[src/rtl/id_regfile_pkg.sv]
// rtl/id_regfile_pkg.sv - shared widths and constants for the ID-stage register file
package regfile_pkg;

   localparam int DATA_W   = 32;
   localparam int ADDR_W   = 5;
   localparam int NUM_REGS = 32;
   localparam int CNT_W    = 2;

   typedef logic [DATA_W-1:0] data_t;
   typedef logic [ADDR_W-1:0] addr_t;
   typedef logic [CNT_W-1:0]  cnt_t;

   localparam addr_t ZERO_REG = 5'd0;
   localparam cnt_t  CNT_MAX  = 2'd3;

endpackage

[src/rtl/id_regfile_if.sv]
// rtl/id_regfile_if.sv - write-back, read, claim and status signals of the register file
interface id_regfile_if;
   import regfile_pkg::*;

   logic  regfile_we_i;
   addr_t regfile_waddr_i;
   data_t regfile_wdata_i;
   logic  regfile_re_1_i;
   addr_t regfile_raddr_1_i;
   data_t regfile_rdata_1_o;
   logic  regfile_busy_1_o;
   logic  regfile_re_2_i;
   addr_t regfile_raddr_2_i;
   data_t regfile_rdata_2_o;
   logic  regfile_busy_2_o;
   logic  regfile_claim_i;
   addr_t regfile_claim_addr_i;
   logic  regfile_sb_err_o;

   modport master (
      output regfile_we_i, regfile_waddr_i, regfile_wdata_i,
      output regfile_re_1_i, regfile_raddr_1_i, regfile_re_2_i, regfile_raddr_2_i,
      output regfile_claim_i, regfile_claim_addr_i,
      input  regfile_rdata_1_o, regfile_busy_1_o, regfile_rdata_2_o, regfile_busy_2_o,
      input  regfile_sb_err_o
   );

   modport slave (
      input  regfile_we_i, regfile_waddr_i, regfile_wdata_i,
      input  regfile_re_1_i, regfile_raddr_1_i, regfile_re_2_i, regfile_raddr_2_i,
      input  regfile_claim_i, regfile_claim_addr_i,
      output regfile_rdata_1_o, regfile_busy_1_o, regfile_rdata_2_o, regfile_busy_2_o,
      output regfile_sb_err_o
   );

endinterface

[src/rtl/id_regfile_scoreboard.sv]
// rtl/id_regfile_scoreboard.sv - per-register in-flight write counters; REGFILE_BYPASS_EN discounts same-cycle retires
module regfile_scoreboard
   import regfile_pkg::*;
(
   input  logic  clk,
   input  logic  rst,
   input  logic  claim_i,
   input  addr_t claim_addr_i,
   input  logic  retire_i,
   input  addr_t retire_addr_i,
   input  logic  re_1_i,
   input  addr_t raddr_1_i,
   input  logic  re_2_i,
   input  addr_t raddr_2_i,
   output logic  busy_1_o,
   output logic  busy_2_o,
   output logic  sb_err_o
);

   cnt_t cnt_q [NUM_REGS];
   cnt_t cnt_d [NUM_REGS];
   logic err_q;
   logic err_d;

   // next counters: claim +1, retire -1, both to one register cancel; saturate and flag on over/underflow
   always_comb begin
      cnt_d = cnt_q;
      err_d = err_q;
      for (int i = 1; i < NUM_REGS; i++) begin
         if (claim_i && claim_addr_i == addr_t'(i) &&
             !(retire_i && retire_addr_i == addr_t'(i))) begin
            if (cnt_q[i] == CNT_MAX) err_d = 1'b1;
            else                     cnt_d[i] = cnt_q[i] + CNT_W'(1);
         end else if (retire_i && retire_addr_i == addr_t'(i) &&
                      !(claim_i && claim_addr_i == addr_t'(i))) begin
            if (cnt_q[i] == '0) err_d = 1'b1;
            else                cnt_d[i] = cnt_q[i] - CNT_W'(1);
         end
      end
   end

   // counter array and sticky error flag
   always_ff @(posedge clk or negedge rst) begin
      if (!rst) begin
         for (int i = 0; i < NUM_REGS; i++) cnt_q[i] <= '0;
         err_q <= 1'b0;
      end else begin
         cnt_q <= cnt_d;
         err_q <= err_d;
      end
   end

   function automatic logic lookup_busy(input logic re, input addr_t raddr);
      cnt_t c;
      c = cnt_q[raddr];
`ifdef REGFILE_BYPASS_EN
      if (retire_i && retire_addr_i == raddr && c != '0) c = c - CNT_W'(1);
`endif
      return rst && re && (raddr != ZERO_REG) && (c != '0);
   endfunction

   assign busy_1_o = lookup_busy(re_1_i, raddr_1_i);
   assign busy_2_o = lookup_busy(re_2_i, raddr_2_i);
   assign sb_err_o = err_q;

endmodule

[src/rtl/id_regfile.sv]
// rtl/id_regfile.sv - two-read one-write MIPS register file with hazard scoreboard; REGFILE_BYPASS_EN selects write-first reads
module id_regfile
   import regfile_pkg::*;
(
   input  logic         clk,
   input  logic         rst,
   id_regfile_if.slave  rf
);

   data_t regs_q [NUM_REGS];
   data_t regs_d [NUM_REGS];

   // write-back port; register 0 is hardwired to zero
   always_comb begin
      regs_d = regs_q;
      if (rf.regfile_we_i && rf.regfile_waddr_i != ZERO_REG)
         regs_d[rf.regfile_waddr_i] = rf.regfile_wdata_i;
      regs_d[0] = '0;
   end

   // data array
   always_ff @(posedge clk or negedge rst) begin
      if (!rst) begin
         for (int i = 0; i < NUM_REGS; i++) regs_q[i] <= '0;
      end else begin
         regs_q <= regs_d;
      end
   end

   function automatic data_t read_port(input logic re, input addr_t raddr);
      data_t d;
      d = '0;
      if (rst && re && raddr != ZERO_REG) begin
         d = regs_q[raddr];
`ifdef REGFILE_BYPASS_EN
         if (rf.regfile_we_i && rf.regfile_waddr_i == raddr) d = rf.regfile_wdata_i;
`endif
      end
      return d;
   endfunction

   assign rf.regfile_rdata_1_o = read_port(rf.regfile_re_1_i, rf.regfile_raddr_1_i);
   assign rf.regfile_rdata_2_o = read_port(rf.regfile_re_2_i, rf.regfile_raddr_2_i);

   regfile_scoreboard u_sb (
      .clk           (clk),
      .rst           (rst),
      .claim_i       (rf.regfile_claim_i),
      .claim_addr_i  (rf.regfile_claim_addr_i),
      .retire_i      (rf.regfile_we_i),
      .retire_addr_i (rf.regfile_waddr_i),
      .re_1_i        (rf.regfile_re_1_i),
      .raddr_1_i     (rf.regfile_raddr_1_i),
      .re_2_i        (rf.regfile_re_2_i),
      .raddr_2_i     (rf.regfile_raddr_2_i),
      .busy_1_o      (rf.regfile_busy_1_o),
      .busy_2_o      (rf.regfile_busy_2_o),
      .sb_err_o      (rf.regfile_sb_err_o)
   );

endmodule

[src/flat_wrapper.sv]
// flat-port wrapper written by rule: the top's interface ports become plain ports
module id_regfile_flat import regfile_pkg::*;
  (clk, rst, rf_regfile_we_i, rf_regfile_waddr_i, rf_regfile_wdata_i, rf_regfile_re_1_i, rf_regfile_raddr_1_i, rf_regfile_re_2_i, rf_regfile_raddr_2_i, rf_regfile_claim_i, rf_regfile_claim_addr_i, rf_regfile_rdata_1_o, rf_regfile_busy_1_o, rf_regfile_rdata_2_o, rf_regfile_busy_2_o, rf_regfile_sb_err_o);
  id_regfile_if rf_i ();
  input  logic clk;
  input  logic rst;
  input wire logic [$bits(rf_i.regfile_we_i)-1:0] rf_regfile_we_i;
  input wire logic [$bits(rf_i.regfile_waddr_i)-1:0] rf_regfile_waddr_i;
  input wire logic [$bits(rf_i.regfile_wdata_i)-1:0] rf_regfile_wdata_i;
  input wire logic [$bits(rf_i.regfile_re_1_i)-1:0] rf_regfile_re_1_i;
  input wire logic [$bits(rf_i.regfile_raddr_1_i)-1:0] rf_regfile_raddr_1_i;
  input wire logic [$bits(rf_i.regfile_re_2_i)-1:0] rf_regfile_re_2_i;
  input wire logic [$bits(rf_i.regfile_raddr_2_i)-1:0] rf_regfile_raddr_2_i;
  input wire logic [$bits(rf_i.regfile_claim_i)-1:0] rf_regfile_claim_i;
  input wire logic [$bits(rf_i.regfile_claim_addr_i)-1:0] rf_regfile_claim_addr_i;
  output wire logic [$bits(rf_i.regfile_rdata_1_o)-1:0] rf_regfile_rdata_1_o;
  output wire logic [$bits(rf_i.regfile_busy_1_o)-1:0] rf_regfile_busy_1_o;
  output wire logic [$bits(rf_i.regfile_rdata_2_o)-1:0] rf_regfile_rdata_2_o;
  output wire logic [$bits(rf_i.regfile_busy_2_o)-1:0] rf_regfile_busy_2_o;
  output wire logic [$bits(rf_i.regfile_sb_err_o)-1:0] rf_regfile_sb_err_o;
  assign rf_i.regfile_we_i = rf_regfile_we_i;
  assign rf_i.regfile_waddr_i = rf_regfile_waddr_i;
  assign rf_i.regfile_wdata_i = rf_regfile_wdata_i;
  assign rf_i.regfile_re_1_i = rf_regfile_re_1_i;
  assign rf_i.regfile_raddr_1_i = rf_regfile_raddr_1_i;
  assign rf_i.regfile_re_2_i = rf_regfile_re_2_i;
  assign rf_i.regfile_raddr_2_i = rf_regfile_raddr_2_i;
  assign rf_i.regfile_claim_i = rf_regfile_claim_i;
  assign rf_i.regfile_claim_addr_i = rf_regfile_claim_addr_i;
  assign rf_regfile_rdata_1_o = rf_i.regfile_rdata_1_o;
  assign rf_regfile_busy_1_o = rf_i.regfile_busy_1_o;
  assign rf_regfile_rdata_2_o = rf_i.regfile_rdata_2_o;
  assign rf_regfile_busy_2_o = rf_i.regfile_busy_2_o;
  assign rf_regfile_sb_err_o = rf_i.regfile_sb_err_o;
  id_regfile u_core (.clk(clk), .rst(rst), .rf(rf_i));
endmodule
[config.mk]
export PLATFORM = sky130hd
export DESIGN_NAME = id_regfile_flat
export DESIGN_NICKNAME = d
export VERILOG_FILES = /design/src/rtl/id_regfile_pkg.sv /design/src/rtl/id_regfile_if.sv /design/src/rtl/id_regfile_scoreboard.sv /design/src/rtl/id_regfile.sv /design/src/flat_wrapper.sv
export SDC_FILE = /design/constraint.sdc
export NUM_CORES = 2
export LEC_CHECK = 0
export BUFFER_PORTS_ARGS = -buffer_cell sky130_fd_sc_hd__buf_2
export CAP_MARGIN = 0
export CELL_PAD_IN_SITES_DETAIL_PLACEMENT = 1
export CELL_PAD_IN_SITES_GLOBAL_PLACEMENT = 2
export CORE_MARGIN = 4
export CORE_UTILIZATION = 49
export CTS_BUF_LIST = sky130_fd_sc_hd__clkbuf_4 sky130_fd_sc_hd__clkbuf_8 sky130_fd_sc_hd__clkbuf_16
export CTS_CLUSTER_DIAMETER = 50
export DETAILED_ROUTE_END_ITERATION = 12
export GPL_TIMING_DRIVEN = 1
export HOLD_SLACK_MARGIN = 0.06
export PLACE_DENSITY_LB_ADDON = 0.1
export SYNTH_ARGS = -nofsm -noshare
export SYNTH_HDL_FRONTEND = slang
export SYNTH_SLANG_ARGS = --single-unit
[constraint.sdc]
create_clock -name clk -period 3.6 [get_ports clk]
set_input_delay 0.18 -clock clk [delete_from_list [all_inputs] [get_ports clk]]
set_output_delay 0.18 -clock clk [all_outputs]
set_load 0.05 [all_outputs]
==> impl_metrics.env <==
export IMPL_timing_slew_headroom_pct=30.7
export IMPL_worstReg2RegStart="u_core.u_sb.cnt_q[36]"
export IMPL_drv_slew=0
export IMPL_cts_resized=0
export IMPL_antenna_found_initial=9
export IMPL_powerDensity_nw_per_um2=570
export IMPL_area_growth_pct=14.1
export IMPL_cts_sinks=1055
export IMPL_hp_class="in -> reg"
export IMPL_tns_ps=0
export IMPL_path_class="in -> out"
export IMPL_overflow=0
export IMPL_cts_htree_levels=4
export IMPL_ir_worst_vdd_v=0.000496
export IMPL_initial_core_util_pct=49.4
export IMPL_cts_root_buffer="clkbuf_16"
export IMPL_finClkSkew_ps=21.0
export IMPL_wirelength_microns=203000
export IMPL_finalCritPeriodShare_pct=89.4
export IMPL_wl_per_cell_microns=31.7
export IMPL_dieHeight_microns=354
export IMPL_place_ws_ps=664
export IMPL_cp_start_kind="primary input"
export IMPL_status="finished clean"
export IMPL_first_global_vias=44458
export IMPL_yosys_most_used_dff="dfrtp_1"
export IMPL_rr_worst_depth=5
export IMPL_fmax_mhz=311
export IMPL_dieArea_sq_um=125000
export IMPL_tightest_slew_ps=1040
export IMPL_fp_dieW_microns=354
export IMPL_grt_max_degree=168
export IMPL_async_reset_ff_share_pct=100
export IMPL_endpoint_kind="output port"
export IMPL_rows=126
export IMPL_worstHoldStart="rf_regfile_claim_addr_i[0]"
export IMPL_total_power_uw=38100
export IMPL_fin_crit_ps=3220
export IMPL_synth_area_sq_um=58500
export IMPL_hpwl_microns=116000
export IMPL_cp_arrival_ps=3040
export IMPL_viasPerCell=6.50
export IMPL_synth_cells=4653
export IMPL_critPathRequiredTime_ps=3420
export IMPL_setup_violations=0
export IMPL_whs_endpoint="u_core.u_sb.cnt_q[59]"
export IMPL_cts_buffer_depth=3
export IMPL_grt_setup_unrepaired="false"
export IMPL_ff2ff_setup_slack_ps=1760
export IMPL_yosysWarnings=0
export IMPL_via_count=41556
export IMPL_drc=0
export IMPL_power_leakage_uw=0.0303
export IMPL_drive_gt1_share_pct=38.3
export IMPL_io_pins=125
export IMPL_worst_r2r_endpoint="u_core.u_sb.sb_err_o"
export IMPL_port_buffers=124
export IMPL_maxCapViolations=0
export IMPL_mostFrequentLayoutCell="dfrtp_1"
export IMPL_core_sq_um=118000
export IMPL_cts_setup_buffers=0
export IMPL_cts_buffers_inserted=145
export IMPL_synth_cell_types=55
export IMPL_cp_num_buf_inv=4
export IMPL_clk_insertion_delay_late_ps=780
export IMPL_timing_final_ws_setup_ps=381
export IMPL_syn_area_per_cell_sq_um=12.6
export IMPL_crit_path_top_delay_cell="or4_2"
export IMPL_layout_common_cells="dfrtp_1, nand2_1, mux2_2"
export IMPL_syn_num_nets=4773
export IMPL_gp_congestion=0.833
export IMPL_hold_viol_final=0
export IMPL_path_cells="dlygate4sd3_1, buf_8, nand2_1, or4_2, buf_4, nor3_1, or3_1, buf_2"
export IMPL_fin_nets=4795
export IMPL_synth_edf_count=0
export IMPL_fillers=11541
export IMPL_grt_pass1_wl_microns=303000
export IMPL_ant_nets=0
export IMPL_ys_seq_area_share_pct=45.1
export IMPL_crit_family="buffers and inverters"
export IMPL_first_pass_iters=5
export IMPL_hold_depth=7
export IMPL_drt_iter0_markers=3907
export IMPL_cp_max_fo=33
export IMPL_synth_seq_cells=1055
export IMPL_cts_tree="built"
export IMPL_grtUsageTotal_pct=32.5
export IMPL_cp_slowest_stage_delay_ps=620
export IMPL_stdcell_count=6397
export IMPL_dpl_cell_count=6088
export IMPL_cts_clk_slew_worst_paths_ps=40
[area by class of cell]
class / count / area (sq um) / area share, %
Antenna cell: 4 / 10.0 / 0.0150
Inverter: 71 / 272 / 0.407
Clock buffer: 194 / 4240 / 6.35
Multi-Input combinational cell: 3108 / 30100 / 45.1
Clock inverter: 71 / 910 / 1.36
Sequential cell: 1055 / 26400 / 39.5
Timing Repair Buffer: 294 / 2860 / 4.28
Tap cell: 1600 / 2000 / 3.00
[Yosys cell counts (all sizes together) (57+ instances only)]
| cell | n | area (sq um) |
|---|---|---|
| nor3 | 57 | 285 |
| o22ai | 64 | 400 |
| dfrtp | 1055 | 26400 |
| nor2b | 64 | 400 |
| o21ai | 69 | 345 |
| nand2 | 859 | 3220 |
| mux4 | 453 | 10200 |
| mux2i | 179 | 1790 |
| a221oi | 65 | 569 |
| buf | 199 | 1100 |
| nor2 | 101 | 419 |
| ha | 62 | 776 |
| inv | 71 | 267 |
| clkbuf | 220 | 826 |
| mux2 | 833 | 9380 |
[kinds of logic after synthesis]
group / count (synthesis) / synth area share, %
adders and majority gates: 64 / 1.36
muxes: 1465 / 36.5
buffers and inverters: 490 / 3.75
DFF: 1055 / 45.1
AOI/OAI and AO/OA: 366 / 4.33
and+or+nand+nor: 1213 / 8.95
[routing by layer]
layer,share of wire (%),wire length [microns],GRT usage [%]
met5,0.020,40,0
met4,3.6,7220,11.1
met3,5.8,11700,5.29
met2,48,96900,52.5
met1,43,87100,45.1
[power by group]
part	total [uW]	leakage (uW)	internal (uW)	switching (uW)
clock network	15300	0.00256	9480	5840
logic	6980	0.0141	3940	3040
registers	15700	0.0136	14000	1690
total	38100	0.0303	27500	10600
[flip-flops by register name, indices dropped and copies added, names as in the netlist]
name and flops:
u_core.u_sb.sb_err_o 1, u_core.regs_q 992, u_core.u_sb.cnt_q 62
[through the flow]
step / hold slack [ps] / utilization (%) / instance area (sq um)
global placement: 74.0 / 51.7 / 61200
CTS: 64.4 / 56.4 / 66800
detailed placement: 78.8 / 51.7 / 61200
finish: 105 / 56.4 / 66800
global route: 137 / 56.4 / 66800
floorplan: -116 / - / 58500
[timing repair]
| item | CTS | global route |
|---|---|---|
| endpoints found under the setup margin | 0 | 0 |
| hold buffers | 40 | 0 |
| hold endpoints to repair | 1218 | 0 |
[tightest hold or removal path: stages]
cell and delay [ps]:
buf_2 110, nor2b_1 50, nand2_1 50, nor2_1 50, ha_1 230, o21ai_0 90
nand2_1 60
[worst max path at each step]
stage / from / endpoint / slack, ps / cells after the start
detailed placement: rf_regfile_waddr_i[1] / u_core.u_sb.sb_err_o / 660 / 10
global placement: rf_regfile_waddr_i[1] / u_core.u_sb.sb_err_o / 620 / 10
floorplan: rf_regfile_raddr_2_i[3] / rf_regfile_rdata_2_o[12] / 920 / 8
CTS: rst / rf_regfile_rdata_1_o[15] / 400 / 8
finish: rst / rf_regfile_rdata_1_o[15] / 380 / 8
global route: rst / rf_regfile_rdata_1_o[1] / 380 / 8
No activity file was read; power rests on OpenSTA's default activity.
